--- src/rtl/spmmio_spi_fifo.sv ---
// rtl/spmmio_spi_fifo.sv - Memory-mapped SPI master with byte-wide TX and RX FIFOs
//
// Purpose: four 32-bit registers (CTRL, CS, STATUS, DATA) in front of an SPI
// master engine. Bytes written to DATA queue in the TX FIFO, are shifted out
// MSB-first in any of the four SPI modes, and the bytes received in exchange
// queue in the RX FIFO for the bus to pop.
//
// Ports:
//   clk, reset_n         clock; synchronous active-low reset
//   adr [0:3]            register index (0 CTRL, 1 CS, 2 STATUS, 3 DATA)
//   cs, we, sel [0:3]    bus select, write strobe, byte lanes (sel[3] = d[24:31])
//   d [0:31], q [0:31]   write data / combinational read data, bit 0 is the MSB
//   spi_cs [NCS-1:0]     chip selects, active high, straight from the CS mask
//   spi_sck, spi_mosi    serial clock and data out
//   spi_miso             serial data in, asynchronous to clk
module spmmio_spi_fifo #(
  parameter int NCS   = 1,
  parameter int DEPTH = 4
) (
  input  logic           clk,
  input  logic           reset_n,
  input  logic [0:3]     adr,
  input  logic           cs,
  input  logic [0:3]     sel,
  input  logic           we,
  input  logic [0:31]    d,
  output logic [0:31]    q,
  output logic [NCS-1:0] spi_cs,
  output logic           spi_sck,
  input  logic           spi_miso,
  output logic           spi_mosi
);

  localparam int AW = $clog2(DEPTH);
  localparam int CW = AW + 1;
  localparam logic [CW-1:0] LV_FULL = CW'(DEPTH);

  typedef enum logic [1:0] {S_IDLE, S_LOAD, S_SHIFT, S_DONE} state_t;

  // Control / status registers
  logic [7:0]     r_div;
  logic           r_cpol;
  logic           r_cpha;
  logic [NCS-1:0] r_csm;
  logic           r_ovf;

  // FIFOs
  logic [7:0]    r_tx_mem [DEPTH];
  logic [AW-1:0] r_tx_wp, r_tx_rp;
  logic [CW-1:0] r_tx_cnt;
  logic [7:0]    r_rx_mem [DEPTH];
  logic [AW-1:0] r_rx_wp, r_rx_rp;
  logic [CW-1:0] r_rx_cnt;

  // Engine
  state_t     r_state;
  logic [7:0] r_div_l;
  logic       r_cpha_l;
  logic [7:0] r_cnt;
  logic [3:0] r_half;
  logic [7:0] r_tx_sh;
  logic [7:0] r_rx_sh;
  logic       r_mosi;
  logic       r_sck;
  logic       r_miso_s;

  // Bus decode
  logic       w_wr, w_rd;
  logic       w_tx_flush, w_rx_flush;
  logic       w_tx_push_req, w_tx_push;
  logic       w_tx_full, w_tx_empty, w_rx_full, w_rx_empty;
  logic       w_start, w_rx_push, w_rx_pop, w_busy;
  logic [7:0] w_tx_head, w_rx_head;

  assign w_wr          = cs && we;
  assign w_rd          = cs && !we;
  assign w_tx_flush    = w_wr && (adr == 4'd0) && sel[3] && d[30];
  assign w_rx_flush    = w_wr && (adr == 4'd0) && sel[3] && d[31];
  assign w_tx_push_req = w_wr && (adr == 4'd3) && sel[3];

  assign w_tx_full  = (r_tx_cnt == LV_FULL);
  assign w_tx_empty = (r_tx_cnt == '0);
  assign w_rx_full  = (r_rx_cnt == LV_FULL);
  assign w_rx_empty = (r_rx_cnt == '0);

  assign w_tx_push = w_tx_push_req && !w_tx_full;
  // Starting only when RX has room guarantees the byte in flight always has
  // a slot to land in. A TX flush in the same cycle wins over the start.
  assign w_start   = (r_state == S_IDLE) && !w_tx_empty && !w_rx_full && !w_tx_flush;
  assign w_rx_push = (r_state == S_DONE);
  assign w_rx_pop  = w_rd && (adr == 4'd3) && sel[3] && !w_rx_empty;
  assign w_busy    = (r_state != S_IDLE) || !w_tx_empty;

  assign w_tx_head = r_tx_mem[r_tx_rp];
  assign w_rx_head = r_rx_mem[r_rx_rp];

  // Read mux
  always_comb begin
    q = '0;
    case (adr)
      4'd0: begin
        q[16:23] = r_div;
        q[26]    = r_cpol;
        q[27]    = r_cpha;
      end
      4'd1: begin
        for (int i = 0; i < NCS; i++) q[24+i] = r_csm[i];
      end
      4'd2: begin
        q[24]    = w_busy;
        q[25]    = w_tx_full;
        q[26]    = w_tx_empty;
        q[27]    = w_rx_full;
        q[28]    = w_rx_empty;
        q[29]    = r_ovf;
        q[16:20] = 5'(r_tx_cnt);
        q[8:12]  = 5'(r_rx_cnt);
      end
      4'd3: begin
        if (!w_rx_empty) begin
          q[23]    = 1'b1;
          q[24:31] = w_rx_head;
        end
      end
      default: q = '0;
    endcase
  end

  // CTRL, CS and sticky overflow
  always_ff @(posedge clk) begin
    if (!reset_n) begin
      r_div  <= 8'hFF;
      r_cpol <= 1'b0;
      r_cpha <= 1'b0;
      r_csm  <= '0;
      r_ovf  <= 1'b0;
    end else begin
      if (w_wr && (adr == 4'd0)) begin
        if (sel[2]) r_div <= d[16:23];
        if (sel[3]) begin
          r_cpol <= d[26];
          r_cpha <= d[27];
        end
      end
      if (w_wr && (adr == 4'd1) && sel[3]) begin
        for (int i = 0; i < NCS; i++) r_csm[i] <= d[24+i];
      end
      if (w_tx_flush)
        r_ovf <= 1'b0;
      else if (w_tx_push_req && w_tx_full)
        r_ovf <= 1'b1;
      else if (w_wr && (adr == 4'd2) && sel[3] && d[29])
        r_ovf <= 1'b0;
    end
  end

  // TX FIFO: bus pushes, engine pops when a byte starts
  always_ff @(posedge clk) begin
    if (!reset_n || w_tx_flush) begin
      r_tx_wp  <= '0;
      r_tx_rp  <= '0;
      r_tx_cnt <= '0;
    end else begin
      if (w_tx_push) begin
        r_tx_mem[r_tx_wp] <= d[24:31];
        r_tx_wp           <= r_tx_wp + AW'(1);
      end
      if (w_start) r_tx_rp <= r_tx_rp + AW'(1);
      r_tx_cnt <= r_tx_cnt + CW'(w_tx_push) - CW'(w_start);
    end
  end

  // RX FIFO: engine pushes in DONE, bus pops; a flush discards a same-cycle push
  always_ff @(posedge clk) begin
    if (!reset_n || w_rx_flush) begin
      r_rx_wp  <= '0;
      r_rx_rp  <= '0;
      r_rx_cnt <= '0;
    end else begin
      if (w_rx_push) begin
        r_rx_mem[r_rx_wp] <= r_rx_sh;
        r_rx_wp           <= r_rx_wp + AW'(1);
      end
      if (w_rx_pop) r_rx_rp <= r_rx_rp + AW'(1);
      r_rx_cnt <= r_rx_cnt + CW'(w_rx_push) - CW'(w_rx_pop);
    end
  end

  // Engine. Half-period h is leading when h is even. Sampling happens on the
  // edge whose parity equals cpha; shifting happens on the other one.
  always_ff @(posedge clk) begin
    if (!reset_n) begin
      r_state  <= S_IDLE;
      r_div_l  <= 8'd0;
      r_cpha_l <= 1'b0;
      r_cnt    <= 8'd0;
      r_half   <= 4'd0;
      r_tx_sh  <= 8'd0;
      r_rx_sh  <= 8'd0;
      r_mosi   <= 1'b0;
      r_sck    <= 1'b0;
      r_miso_s <= 1'b0;
    end else begin
      r_miso_s <= spi_miso;
      case (r_state)
        S_IDLE: begin
          if (w_start) begin
            r_state  <= S_LOAD;
            r_div_l  <= r_div;
            r_cpha_l <= r_cpha;
            r_sck    <= r_cpol;
            r_cnt    <= 8'd0;
            r_half   <= 4'd0;
            if (r_cpha) begin
              // First bit is presented on the first leading edge.
              r_mosi  <= 1'b0;
              r_tx_sh <= w_tx_head;
            end else begin
              r_mosi  <= w_tx_head[7];
              r_tx_sh <= {w_tx_head[6:0], 1'b0};
            end
          end
        end
        S_LOAD: r_state <= S_SHIFT;
        S_SHIFT: begin
          if (r_cnt == r_div_l) begin
            r_cnt  <= 8'd0;
            r_sck  <= ~r_sck;
            r_half <= r_half + 4'd1;
            if (r_half[0] == r_cpha_l) begin
              r_rx_sh <= {r_rx_sh[6:0], r_miso_s};
            end else begin
              r_mosi  <= r_tx_sh[7];
              r_tx_sh <= {r_tx_sh[6:0], 1'b0};
            end
            if (r_half == 4'd15) r_state <= S_DONE;
          end else begin
            r_cnt <= r_cnt + 8'd1;
          end
        end
        S_DONE:  r_state <= S_IDLE;
        default: r_state <= S_IDLE;
      endcase
    end
  end

  // In IDLE the clock follows the live CPOL; during a byte it follows the
  // value latched at start, which 16 toggles return to by DONE.
  assign spi_sck  = (r_state == S_IDLE) ? r_cpol : r_sck;
  assign spi_mosi = ((r_state == S_LOAD) || (r_state == S_SHIFT)) ? r_mosi : 1'b0;
  assign spi_cs   = r_csm;

endmodule

--- config.mk ---
export PLATFORM = sky130hd
export DESIGN_NAME = spmmio_spi_fifo
export DESIGN_NICKNAME = d
export VERILOG_FILES = /design/src/rtl/spmmio_spi_fifo.sv
export SDC_FILE = /design/constraint.sdc
export NUM_CORES = 1
export LEC_CHECK = 0
export BUFFER_PORTS_ARGS = -buffer_cell sky130_fd_sc_hd__buf_2
export CAP_MARGIN = 20
export CORE_MARGIN = 2
export CORE_UTILIZATION = 29
export CTS_CLUSTER_SIZE = 40
export DETAILED_ROUTE_END_ITERATION = 10
export PLACE_DENSITY = 0.56
export SYNTH_ARGS = -nofsm -noshare
export SYNTH_HDL_FRONTEND = slang
export SYNTH_SLANG_ARGS = --single-unit
--- constraint.sdc ---
create_clock -name clk -period 4.4 [get_ports clk]
set_input_delay 0.22 -clock clk [delete_from_list [all_inputs] [get_ports clk]]
set_output_delay 0.22 -clock clk [all_outputs]
set_load 0.01 [all_outputs]
[Yosys cells after proc, flatten, opt, wreduce, memory -nomap -nowiden]
Memories as Yosys holds them, arrays and structs flattened. A register that Yosys moved wholly into a read port is not among the register bits.
Index checks and enable logic that the tools add are counted.
Storage, ports and cells
  register bits: 68
  RAM bits: 64
  output and inout bits: 35
  logic and storage cells: 145
  memories kept: 2
Memory list
  r_rx_mem: depth 4, width 8, rd ports 1, clocked after memory_dff 1, wr ports 1, RTL line 51  | logic [7:0] r_rx_mem [DEPTH];
  r_tx_mem: depth 4, width 8, rd ports 1, clocked after memory_dff 1, wr ports 1, RTL line 48  | logic [7:0] r_tx_mem [DEPTH];
Cells by class
  $add $sub $neg: 10
  eq/ne operators: 15
  multiplexer cells: 47
  bitwise operators: 2
  reduce and logical (&&, ||, !) cells: 48
Operator list (number)
  2-to-1 mux 8 bit: 6
  one-hot mux 8 bit (2 select lines): 2
  logical AND 1 bit: 21
  2-to-1 mux 2 bit: 9
  2-to-1 mux 1 bit: 16
  one-hot mux 5 bit (2 select lines): 1
  2-to-1 mux 9 bit: 1
  AND reduction 3 bit: 3
  adder 2 x 1 -> 2 bit (second input constant): 4
  adder 8 x 1 -> 8 bit (second input constant): 1
  equality test 4 x 2 -> 1 bit (second input constant): 2
  equality test 8 bit: 1
  2-to-1 mux 4 bit: 2
  != test 2 bit (second input constant): 4
  one-hot mux 1 bit (2 select lines): 4
  one-hot mux 2 bit (4 select lines): 1
  one-hot mux 4 bit (2 select lines): 1
  AND reduction 2 bit: 4
  logical NOT 1 bit: 7
  adder 3 x 1 -> 3 bit: 2
  equality test 3 bit (second input constant): 2
  logical NOT 3 bit: 2
  one-hot mux 2 bit (3 select lines): 1
  nonzero test 2 bit: 3
  other kinds (16): 22

[Longest topological paths before layout]
Gate-level depths: netlist of the first run.
  depth in word-level cells: 8
  mapped depth: 14

[Least setup slack after synthesis of the first run]
OpenSTA, ideal clock, no wires.
  path type: input-to-reg
  from: in we
  to: reg r_tx_cnt[2]
  data arrival time: 2.526 ns
  required time: 4.277 ns
  slack: 1.751 ns
  cell stages on the path: 14
  buffers on the path: 2
  path through: and3_1 > buf_6 > a311oi_1 > nand2_1 > inv_2 > buf_2 > ha_1 > inv_1 > ha_1 > inv_1 > fa_1 > xor2_1 > xnor2_1 > nor2_1
Between the ends
  longest elaborated chain between the ends: 7
  elaborated cells between the ends (all ways): 12
  those cells by class: add/sub: 2; reduce/logical: 10
RTL lines
  start: declaration: RTL line 25  | input logic we,
  logical AND 1 bit: RTL line 75  | assign w_wr = cs && we;
  logical AND 1 bit (3 in series): RTL line 77  | assign w_tx_flush = w_wr && (adr == 4'd0) && sel[3] && d[30];
  logical NOT 1 bit: RTL line 89  | assign w_start = (r_state == S_IDLE) && !w_tx_empty && !w_rx_full && !w_tx_flush;
  logical AND 1 bit: RTL line 89
  named net w_start: RTL line 72  | logic w_start, w_rx_push, w_rx_pop, w_busy;
  subtractor 3 x 1 -> 3 bit: RTL line 169  | r_tx_cnt <= r_tx_cnt + CW'(w_tx_push) - CW'(w_start);
  end signal: assignment: RTL line 169
  end: declaration: RTL line 50  | logic [CW-1:0] r_tx_cnt;
The timed path passes the listed nets, and every way through them passes these cells.
A chain may end at the register's enable or synchronous reset.

[Worst setup path in the final report of the first run]
  from: reg r_tx_cnt[2]
  to: reg r_tx_cnt[2]
Between the ends
  longest elaborated chain between the ends: 6
  elaborated cells between the ends (all ways): 10
  those cells by class: add/sub: 2; eq/ne: 1; reduce/logical: 7
RTL lines (RTL line)
  parallel branches: the longest is 5 deep, another holds adder 3 x 1 -> 3 bit
  subtractor 3 x 1 -> 3 bit (*): 169
Every way passes the cells marked *.

==> results of run 1 <==
==> metrics by stage <==
stage	std cells	worst slack (ps)	hold WS (ps)	area, um^2
after floorplan	545	1751	318.9	6167
after global placement	833	1299	434.5	6563
after detailed placement	833	1192	429.6	6563
after CTS	866	1266	0.5285	7131
after global routing	867	1098	11.92	7138
final	867	1251	13.39	7138
==> worst max-delay path by stage <==
stage	startpoint	to	slack, ps	cells after the start
CTS	r_tx_cnt[1]	r_tx_cnt[2]	1270	12
global placement	we	r_tx_cnt[2]	1300	13
detailed placement	we	r_tx_cnt[2]	1190	13
finish	r_tx_cnt[2]	r_tx_cnt[2]	1250	12
global route	r_tx_cnt[2]	r_tx_cnt[2]	1100	12
floorplan	we	r_tx_cnt[2]	1750	14
==> registers in the layout, indices dropped and copies added (netlist names), 3 cells and up, named ones only <==
name	flops
r_div	8
r_rx_cnt	3
r_tx_sh	8
r_rx_mem	32
r_tx_cnt	3
r_div_l	8
r_tx_mem	32
r_cnt	8
r_half	4
r_rx_sh	8
==> layer usage <==
metal  global-route usage (%)  part of all wire, %  up-vias
li1                         -                    -     1975
met1                    15.09                   43     1979
met2                    21.24                   50       87
met3                    4.373                  4.8       25
met4                    4.429                  1.8        4
met5                        0                 0.20        -
==> final cells by class <==
class | instances | area share (%)
flip-flops and latches | 136 | 47.12
multi-input cells | 346 | 35.06
clock buffers | 22 | 6.363
well taps | 275 | 4.820
repair buffers | 52 | 3.821
clock inverters | 10 | 1.455
inverters | 26 | 1.367
==> repair_timing <==
item | in CTS | in global routing
resized for setup | 0 | 0
hold buffers | 1 | 0
endpoints found under the hold margin | 1 | 0
==> where the power goes <==
group / internal (mW) / leakage, nW / total [mW] / switching, mW
Combinational: 0.332 / 1.28 / 0.782 / 0.450
Clock: 0.840 / 0.263 / 1.34 / 0.499
Sequential: 1.42 / 1.23 / 1.52 / 0.102
==> critical path, delay by kind of cell, from the launching register on <==
kind / cells / cell delay [ps]
adder cells (fa/ha/maj): 3 / 800
buffers and inverters: 3 / 370
XOR/XNOR: 2 / 360
AO/OA/AOI/OAI: 1 / 530
AND/OR/NAND/NOR: 3 / 530
flip-flops: 1 / 450
==> synthesized netlist by cell type, drive strengths merged, types with 2 or more instances <==
cell type / number / area share (%)
xor2: 5 / 0.72
and3: 8 / 0.82
inv: 26 / 1.6
or4: 2 / 0.25
nand2: 76 / 4.7
o31ai: 2 / 0.25
buf: 20 / 2.4
nor2b: 4 / 0.41
nand4: 7 / 0.72
edfxtp: 64 / 31
dfxtp: 72 / 24
nor2: 30 / 1.8
o22ai: 2 / 0.20
and4: 3 / 0.43
a211oi: 2 / 0.25
a21oi: 16 / 1.3
ha: 18 / 3.7
fa: 2 / 0.65
o21bai: 2 / 0.25
xnor2: 19 / 2.7
o211ai: 6 / 0.74
or2: 2 / 0.20
a21o: 2 / 0.25
nor4: 4 / 0.65
mux2i: 26 / 4.3
a22oi: 2 / 0.25
a22o: 4 / 0.57
o21ai: 10 / 0.82
nor4b: 2 / 0.29
and2: 16 / 1.6
o22a: 6 / 0.86
clkbuf: 17 / 1.0
mux4: 18 / 6.6
or3: 2 / 0.20
nand3: 20 / 1.6
nor3: 6 / 0.49
==> logic make-up (layout without fill, tap and decap cells) <==
kind of cell    after synthesis  count (layout)  share of synthesized area [%]
mux                          45              45                          11.06
flops                       136             136                          54.94
fa+ha+maj                    20              20                          4.333
xor+xnor                     24              24                          3.433
compound gates               60              60                          6.621
simple gates                184             184                          14.53
other cells                   1              13                        0.06125
buf+inv                      63             110                          5.027
==> placed cells by master (no fill, tap or decap), drive strengths merged, types with 3 or more instances in the layout <==
master	instances
nor2	30
xnor2	19
mux4	18
and2	16
o21ai	10
ha	18
clkinvlp	3
a22o	4
o211ai	6
a21oi	16
nor3	6
edfxtp	64
and4	3
clkbuf	22
o22a	6
nand4	7
clkinv	5
nor4	4
xor2	5
nand3	20
buf	51
conb	13
and3	8
nor2b	4
nand2	76
mux2i	26
dfxtp	72
inv	26
==> results.tsv, run 1 <==
stage	metric	value	unit
status	outcome	finished, final reports clean	
logic_synthesis	Synth Flop Type	dfxtp_1	
detailed_routing	Routed Wire Length	13370	um
placed_design	port bufs	48	
critical_path	Critical Path Max Stage Delay	530	ps
timing	worst-margin pin slew	1122	ps
timing	RSZ-0062 raised after global routing	false	
layout	multi-input logic area	2502	um^2
timing	Final Cycle Share	71.57	%
layout	FILL cells	2072	
critical_path	Critical Path Sink Type	flip-flop	
grt	initial antenna violation count	2	
logic_synthesis	asr flop ratio synth	0	%
floorplan	core area	20890	um^2
grt	global-route wire length before repair	21530	um
flow_run	Max-cap violations	0	
power_and_ir_drop	VDD IR-drop max	0.3291	mV
cts	Worst-path clk slew	60	ps
grt	GRT Util Overall	12.65	%
timing	Max Slew Vio Count	0	
detailed_routing	Routed Antenna Nets	0	
detailed_routing	DRT iter0 DRCs	302	
layout	final net count	644	
detailed_routing	drt drc	0	
critical_path	WP data required	4690	ps
cts	CTS tree	built	
logic_synthesis	register area share after synthesis	54.94	%
timing	fin crit period	3149	ps
detailed_routing	WL/cell	15.42	um
grt	number of global-route vias before repair	4120	
floorplan	starting density of the core	29.31	%
floorplan	Std-Cell Rows	53	
grt	global route total overflow	0	
layout	diodes inserted	0	
hold_path	Hold Crit Start	d[16]	
logic_synthesis	synthesized instance count	533	
floorplan	Ports	80	
cts	CTS max path bufs	2	
hold_path	Hold EP	r_div[7]	
hold_path	hold depth	3	
layout	register area	3363	um^2
logic_synthesis	Yosys cell types	52	
timing	Final Hold Fails	0	
cts	Clock Sinks	136	
grt	largest net degree at the start of global routing	47	
timing	FMAX	317.6	MHz
floorplan	Die X	149.3	um
cts	# H-tree levels	4	
cts	clk_lat worst skew	410	ps
detailed_routing	DR vias	4070	
cts	post-CTS setup buffers	0	
logic_synthesis	Ys Warns	0	
critical_path	Worst R2R Start	r_tx_cnt[2]	
logic_synthesis	Post-synth EDFFs	64	
critical_path	CP Launch Type	flip-flop	
logic_synthesis	Avg Inst Size Synth	11.49	um^2
power_and_ir_drop	pwr dens	510.7	nW/um^2
critical_path	Critical R2R Capture	r_tx_cnt[2]	
placed_design	dpl hpwl	9774	um
layout	share of layout cells above drive strength 1	16.89	%
logic_synthesis	synthesis-stage register bit count	136	
logic_synthesis	Synth Cell Area	6122	um^2
timing	Max Clock Skew	7.442	ps
hold_path	min-delay worst type	input pin to flip-flop	
timing	setup TNS	0	ps
floorplan	die area	22290	um^2
power_and_ir_drop	leakage power	2.778	nW
floorplan	chip height	149.3	um
critical_path	crit-path max FO	11	
power_and_ir_drop	Final Power	3.645	mW
timing	Setup Viol. Count Final	0	
layout	fin util	34.17	%
critical_path	worst reg2reg path depth	12	
cts	CTS buffer count	17	
cts	Root Driver	clkbuf_16	
detailed_routing	drt pass-1 iters	5	
critical_path	critical-path cell list	nor3_1 > a311oi_1 > nand2_1 > inv_2 > ha_1 > inv_1 > ha_1 > inv_1 > fa_1 > xor2_1 > xnor2_1 > nor2_1	
critical_path	FF-to-FF setup slack	1250	ps
layout	Layout area overhead	16.60	%
placed_design	GP Congestion	0.7653	
critical_path	Critical Path AT	3440	ps
timing	max_slew headroom	25.06	%
critical_path	Worst Setup Path Type	flip-flop to flip-flop	
detailed_routing	vias per cell	4.694	
critical_path	Slowest-stage cell, CP	a311oi_1	
Note: power is estimated with default switching activity, not from simulation.
==> run 2, diff against run 1 <==
clock period = 3.2 ns   (was 4.4 ns; I/O delays follow)
==> run 2 against run 1 <==
Clock power up 49%. Maximum frequency up 19%. Final cell count up 2.2%. Sequential share of layout area down 1.4 points. Critical path type unchanged. Critical endpoint unchanged. Largest power group unchanged.
==> results.tsv, run 2 (same netlist as run 1, synthesis figures left out) <==
stage	metric	value	unit
layout	fin util	35.25	%
timing	Setup Viol. Count Final	0	
timing	Final Cycle Share	82.52	%
floorplan	starting density of the core	29.31	%
detailed_routing	DRT iter0 DRCs	154	
timing	setup TNS	0	ps
critical_path	worst reg2reg path depth	13	
placed_design	GP Congestion	0.8082	
grt	initial antenna violation count	0	
cts	Clock Sinks	136	
critical_path	critical-path cell list	nor3_1 > a311oi_1 > buf_4 > nand2_1 > inv_2 > ha_1 > inv_1 > ha_1 > inv_1 > fa_1 > xor2_1 > xnor2_1 > nor2_1	
detailed_routing	Routed Antenna Nets	0	
power_and_ir_drop	leakage power	2.893	nW
placed_design	port bufs	48	
grt	GR peak layer	met2	
grt	GRT Util Overall	12.83	%
grt	largest net degree at the start of global routing	26	
timing	RSZ-0062 raised after global routing	false	
critical_path	Worst R2R Start	r_tx_cnt[1]	
cts	CTS buffer count	17	
layout	share of layout cells above drive strength 1	18.33	%
placed_design	dpl hpwl	9815	um
timing	worst-margin pin slew	831.2	ps
detailed_routing	vias per cell	4.679	
cts	# H-tree levels	4	
floorplan	die area	22290	um^2
layout	FILL cells	2073	
critical_path	Slowest-stage cell, CP	dfxtp_1	
hold_path	Hold Crit Start	d[30]	
detailed_routing	drt drc	0	
detailed_routing	DR vias	4146	
power_and_ir_drop	pwr dens	706.7	nW/um^2
timing	Max Clock Skew	15.04	ps
layout	final net count	663	
cts	Worst-path clk slew	60	ps
flow_run	Max-cap violations	0	
floorplan	core area	20890	um^2
cts	post-CTS setup buffers	0	
hold_path	Hold EP	r_tx_mem[0][1]	
timing	Max Slew Vio Count	0	
critical_path	Critical Path Sink Type	flip-flop	
timing	Final Hold Fails	0	
detailed_routing	WL/cell	15.29	um
timing	fin crit period	2641	ps
critical_path	crit-path max FO	11	
layout	commonest non-fill, non-tap cells in the layout	nand2_1, dfxtp_1, edfxtp_1	
cts	clk_lat worst skew	420	ps
floorplan	Die X	149.3	um
grt	global-route met2 utilization	21.98	%
critical_path	Critical Path AT	2930	ps
cts	CTS max path bufs	2	
timing	FMAX	378.7	MHz
grt	M3 GR Usage	3.639	%
critical_path	WP data required	3490	ps
layout	multi-input logic area	2502	um^2
critical_path	CP Launch Type	flip-flop	
critical_path	Critical Path Max Stage Delay	450	ps
hold_path	hold depth	1	
layout	top flop regs	r_rx_mem (32), r_tx_mem (32)	
layout	register area	3363	um^2
grt	M1 GR Usage	15.25	%
grt	global route total overflow	0	
detailed_routing	Routed Wire Length	13550	um
floorplan	Std-Cell Rows	53	
timing	max_slew headroom	44.22	%
floorplan	chip height	149.3	um
detailed_routing	drt pass-1 iters	4	
floorplan	Ports	80	
status	outcome	finished, final reports clean	
hold_path	min-delay worst type	input pin to flip-flop	
grt	number of global-route vias before repair	4204	
power_and_ir_drop	VDD IR-drop max	0.4509	mV
critical_path	Worst Setup Path Type	flip-flop to flip-flop	
layout	diodes inserted	0	
cts	Resized cells post-CTS	0	
cts	CTS tree	built	
layout	Layout area overhead	20.27	%
cts	cts hold-fix bufs	15	
cts	Root Driver	clkbuf_16	
critical_path	FF-to-FF setup slack	560	ps
grt	global-route wire length before repair	21870	um
critical_path	Critical R2R Capture	r_tx_cnt[2]	
layout	most common cell after layout, fill and taps aside	nand2_1	
## run 2: power by group
part           total (mW)  internal [mW]  switching (mW)
clock network        1.99           1.18           0.807
registers            2.10           1.95           0.141
logic                1.12          0.498           0.624
## run 2: critical path: cells and delay by family, from the launching register on
family	cells	cell delay [ps]
AO/OA/AOI/OAI	1	280
XOR/XNOR	2	300
adder cells (fa/ha/maj)	3	770
buffers and inverters	4	450
flip-flops	1	450
AND/OR/NAND/NOR	3	260
## run 2: layout make-up
type	count	area share, %
clock buffer	17	5.777
clock inverter	15	2.447
inverter	26	1.325
multi-input combinational	346	33.98
sequential	136	45.68
tap	275	4.673
timing repair buffer	71	6.117
## run 2: layer usage
layer	wire length, um	share of wire (%)
met1	5861	43
met5	0	0
met4	198	1.5
met3	693	5.1
met2	6796	50
## run 2: how the worst max path moves through the flow
stage	depth (start not counted)	to	slack, ps	startpoint
2_1_floorplan	13	r_tx_cnt[2]	560	r_tx_cnt[1]
3_3_place_gp	13	r_tx_cnt[2]	600	r_tx_cnt[2]
3_5_place_dp	14	r_tx_cnt[2]	570	we
4_1_cts	13	r_tx_cnt[2]	540	r_tx_cnt[1]
5_1_grt	13	r_tx_cnt[2]	260	r_rx_cnt[2]
6_report	13	r_tx_cnt[2]	560	r_tx_cnt[1]
## run 2: per-stage QoR
step	worst slack [ps]	area, um^2	total power, mW	hold slack [ps]	instances
finish	559.4	7363	5.203	18.83	886
CTS	542.0	7356	5.240	1.632	885
detailed placement	567.5	6600	3.234	370.4	838
floorplan	561.3	6167	2.988	258.9	545
global placement	601.1	6600	3.207	369.4	838
global route	259.4	7363	5.490	6.646	886
==> run 3, diff against run 2 <==
ABC_AREA = 1   (was default)
clock period = 2.7 ns   (was 3.2 ns; I/O delays follow)
==> run 3 against run 2 <==
Critical path depth stayed put. First-iteration DRC count rose by 67%. Utilization grew 0.58 points. Sequential power up 19%. Clock power up 12%. Global-route usage increased by 0.51 points. Combinational power increased by 62%. Via count up 18%. Final cell count up 24%. Sequential share of layout area is 1.3 points lower. Highest routed layer unchanged.
==> results.tsv, run 3 <==
stage	metric	value	unit
critical_path	Worst R2R Start	r_rx_cnt[0]	
cts	CTS max path bufs	2	
timing	Final Cycle Share	88.17	%
critical_path	crit-path max FO	7	
critical_path	Critical Path Max Stage Delay	380	ps
grt	number of global-route vias before repair	4632	
flow_run	Max-cap violations	0	
timing	Max Clock Skew	7.526	ps
floorplan	die area	22910	um^2
floorplan	chip height	151.4	um
cts	Root Driver	clkbuf_16	
logic_synthesis	Synth Flop Type	dfxtp_1	
timing	fin crit period	2381	ps
floorplan	core area	21150	um^2
timing	RSZ-0062 raised after global routing	false	
cts	CTS buffer count	17	
status	outcome	finished, final reports clean	
detailed_routing	WL/cell	13.19	um
cts	clk_lat worst skew	420	ps
cts	Clock Sinks	136	
logic_synthesis	Yosys cell types	40	
layout	diodes inserted	0	
cts	CTS tree	built	
critical_path	worst reg2reg path depth	13	
critical_path	Critical Path AT	2690	ps
cts	# H-tree levels	4	
detailed_routing	DRT iter0 DRCs	257	
layout	most common cell after layout, fill and taps aside	nand2_1	
critical_path	CP startpoint	r_rx_cnt[0]	
logic_synthesis	largest area contributor in the netlist	edfxtp_1	
cts	post-CTS setup buffers	0	
cts	Worst-path clk slew	60	ps
logic_synthesis	synthesized instance count	736	
logic_synthesis	most common cell in the netlist	nand2_1	
detailed_routing	Routed Wire Length	14530	um
power_and_ir_drop	VDD IR-drop max	0.3980	mV
grt	initial antenna violation count	0	
logic_synthesis	most frequent cells after synthesis	nand2_1, nor2_1, inv_1	
logic_synthesis	Avg Inst Size Synth	8.556	um^2
detailed_routing	drt pass-1 iters	4	
critical_path	Worst Setup Path Type	flip-flop to flip-flop	
grt	GRT Util Overall	13.33	%
layout	Layout area overhead	20.35	%
timing	hold_ws	118.9	ps
floorplan	starting density of the core	29.77	%
layout	commonest non-fill, non-tap cells in the layout	nand2_1, nor2_1, inv_1	
grt	largest net degree at the start of global routing	33	
timing	Max Slew Vio Count	0	
grt	global-route wire length before repair	23280	um
timing	setup TNS	0	ps
floorplan	Ports	80	
critical_path	Slowest-stage cell, CP	fa_1	
grt	global route total overflow	0	
placed_design	GP Congestion	0.8148	
timing	Setup Viol. Count Final	0	
timing	FMAX	420.1	MHz
floorplan	Die X	151.4	um
logic_synthesis	Synth Cell Area	6297	um^2
critical_path	critical-path cell list	nor2_1 > nand2_1 > nand2_1 > inv_2 > nand2_1 > inv_1 > ha_1 > inv_1 > ha_1 > fa_1 > xnor2_1 > xor2_1 > nor2_1	
logic_synthesis	synthesis-stage register bit count	136	
floorplan	Std-Cell Rows	53	
placed_design	port bufs	48	
detailed_routing	DR vias	4904	
cts	cts hold-fix bufs	16	
hold_path	min-delay worst type	input pin to flip-flop	
power_and_ir_drop	leakage power	3.231	nW
timing	max_slew headroom	65.89	%
layout	multi-input logic area	2427	um^2
detailed_routing	vias per cell	4.450	
timing	Final Hold Fails	0	
logic_synthesis	post-synth top area share	30.52	%
critical_path	Critical R2R Capture	r_rx_cnt[2]	
logic_synthesis	register area share after synthesis	53.41	%
layout	share of layout cells above drive strength 1	13.91	%
timing	worst-margin pin slew	511.1	ps
layout	register area	3363	um^2
critical_path	WP data required	3010	ps
logic_synthesis	Ys Warns	0	
cts	Resized cells post-CTS	0	
power_and_ir_drop	pwr dens	860.7	nW/um^2
logic_synthesis	Post-synth EDFFs	64	
critical_path	Critical Path Sink Type	flip-flop	
layout	top flop regs	r_rx_mem (32), r_tx_mem (32)	
layout	FILL cells	2162	
placed_design	dpl hpwl	10400	um
critical_path	crit path capture	r_rx_cnt[2]	
detailed_routing	Routed Antenna Nets	0	
critical_path	CP Launch Type	flip-flop	
logic_synthesis	asr flop ratio synth	0	%
critical_path	Crit path top cell by count	nand2_1	
detailed_routing	drt drc	0	
critical_path	FF-to-FF setup slack	320	ps
logic_synthesis	Area contributors post-synth	edfxtp_1, dfxtp_1, nand2_1, nor2_1, inv_1	
layout	final net count	879	
[run 3: cell types whose count changed after synthesis, moves of 8 or more]
cell      previous run  this run
nand2_1             76       159
nor2_1              30       103
mux4_2              18         0
xnor2_1             19         6
inv_1               25        86
and3_1               8         0
nand3_1             20        49
o21ai_0              9        40
and2_1              16         0
a21oi_1             16        40
clkbuf_1            17         7
mux2i_1             26         0
[run 3: final cells by class]
class	instances	area share, %
Timing Repair Buffer	82	7.099
Sequential cell	136	44.38
Inverter	90	4.458
Clock buffer	18	5.795
Clock inverter	14	1.701
Tap cell	275	4.540
Multi-Input combinational cell	487	32.03
[run 3: cell families after synthesis]
family,Yosys count,share of synthesized area (%)
buffers and inverters,125,8.762
and+or+nand+nor,345,23.60
adders and majority gates,20,4.212
xor gates and xnor gates,13,1.808
AOI/OAI and AO/OA,96,8.146
other,1,0.05955
DFF,136,53.41
[run 3: critical path, delay by kind of cell, from the launching register on]
kind                     cells  cell delay [ps]
buffers and inverters        3              220
XOR/XNOR                     2              340
AND/OR/NAND/NOR              5              580
adder cells (fa/ha/maj)      3              830
flip-flops                   1              320
[run 3: worst min-delay path by stage]
stage              from        endpoint  cells after the start
2_1_floorplan  spi_miso        r_miso_s                      2
3_3_place_gp   spi_miso        r_miso_s                      3
3_5_place_dp   spi_miso        r_miso_s                      3
4_1_cts           d[24]  r_tx_mem[3][7]                      1
5_1_grt          adr[0]          spi_cs                      4
6_report             we      r_rx_rp[0]                      5
[run 3: per-layer routing]
| layer | wire length (um) | GRT usage, % |
|---|---|---|
| met3 | 620 | 3.253 |
| met2 | 7005 | 22.62 |
| met1 | 6702 | 16.84 |
| met5 | 0 | 0 |
| met4 | 205 | 3.832 |
[run 3: report_power, final]
group | internal, mW | switching [mW] | leakage, nW
Clock | 1.24 | 0.974 | 0.279
Sequential | 2.37 | 0.130 | 1.17
Combinational | 0.618 | 1.19 | 1.78
[run 3: per-stage QoR]
step	instance area, um^2	util [%]	cells	total power [mW]	setup WS [ps]
global route	7579	35.83	1102	6.977	94.92
global placement	6840	32.34	1053	4.322	296.8
detailed placement	6840	32.34	1053	4.345	286.1
finish	7579	35.83	1102	6.523	319.5
floorplan	6342	-	748	3.949	406.8
CTS	7569	35.78	1101	6.586	285.5
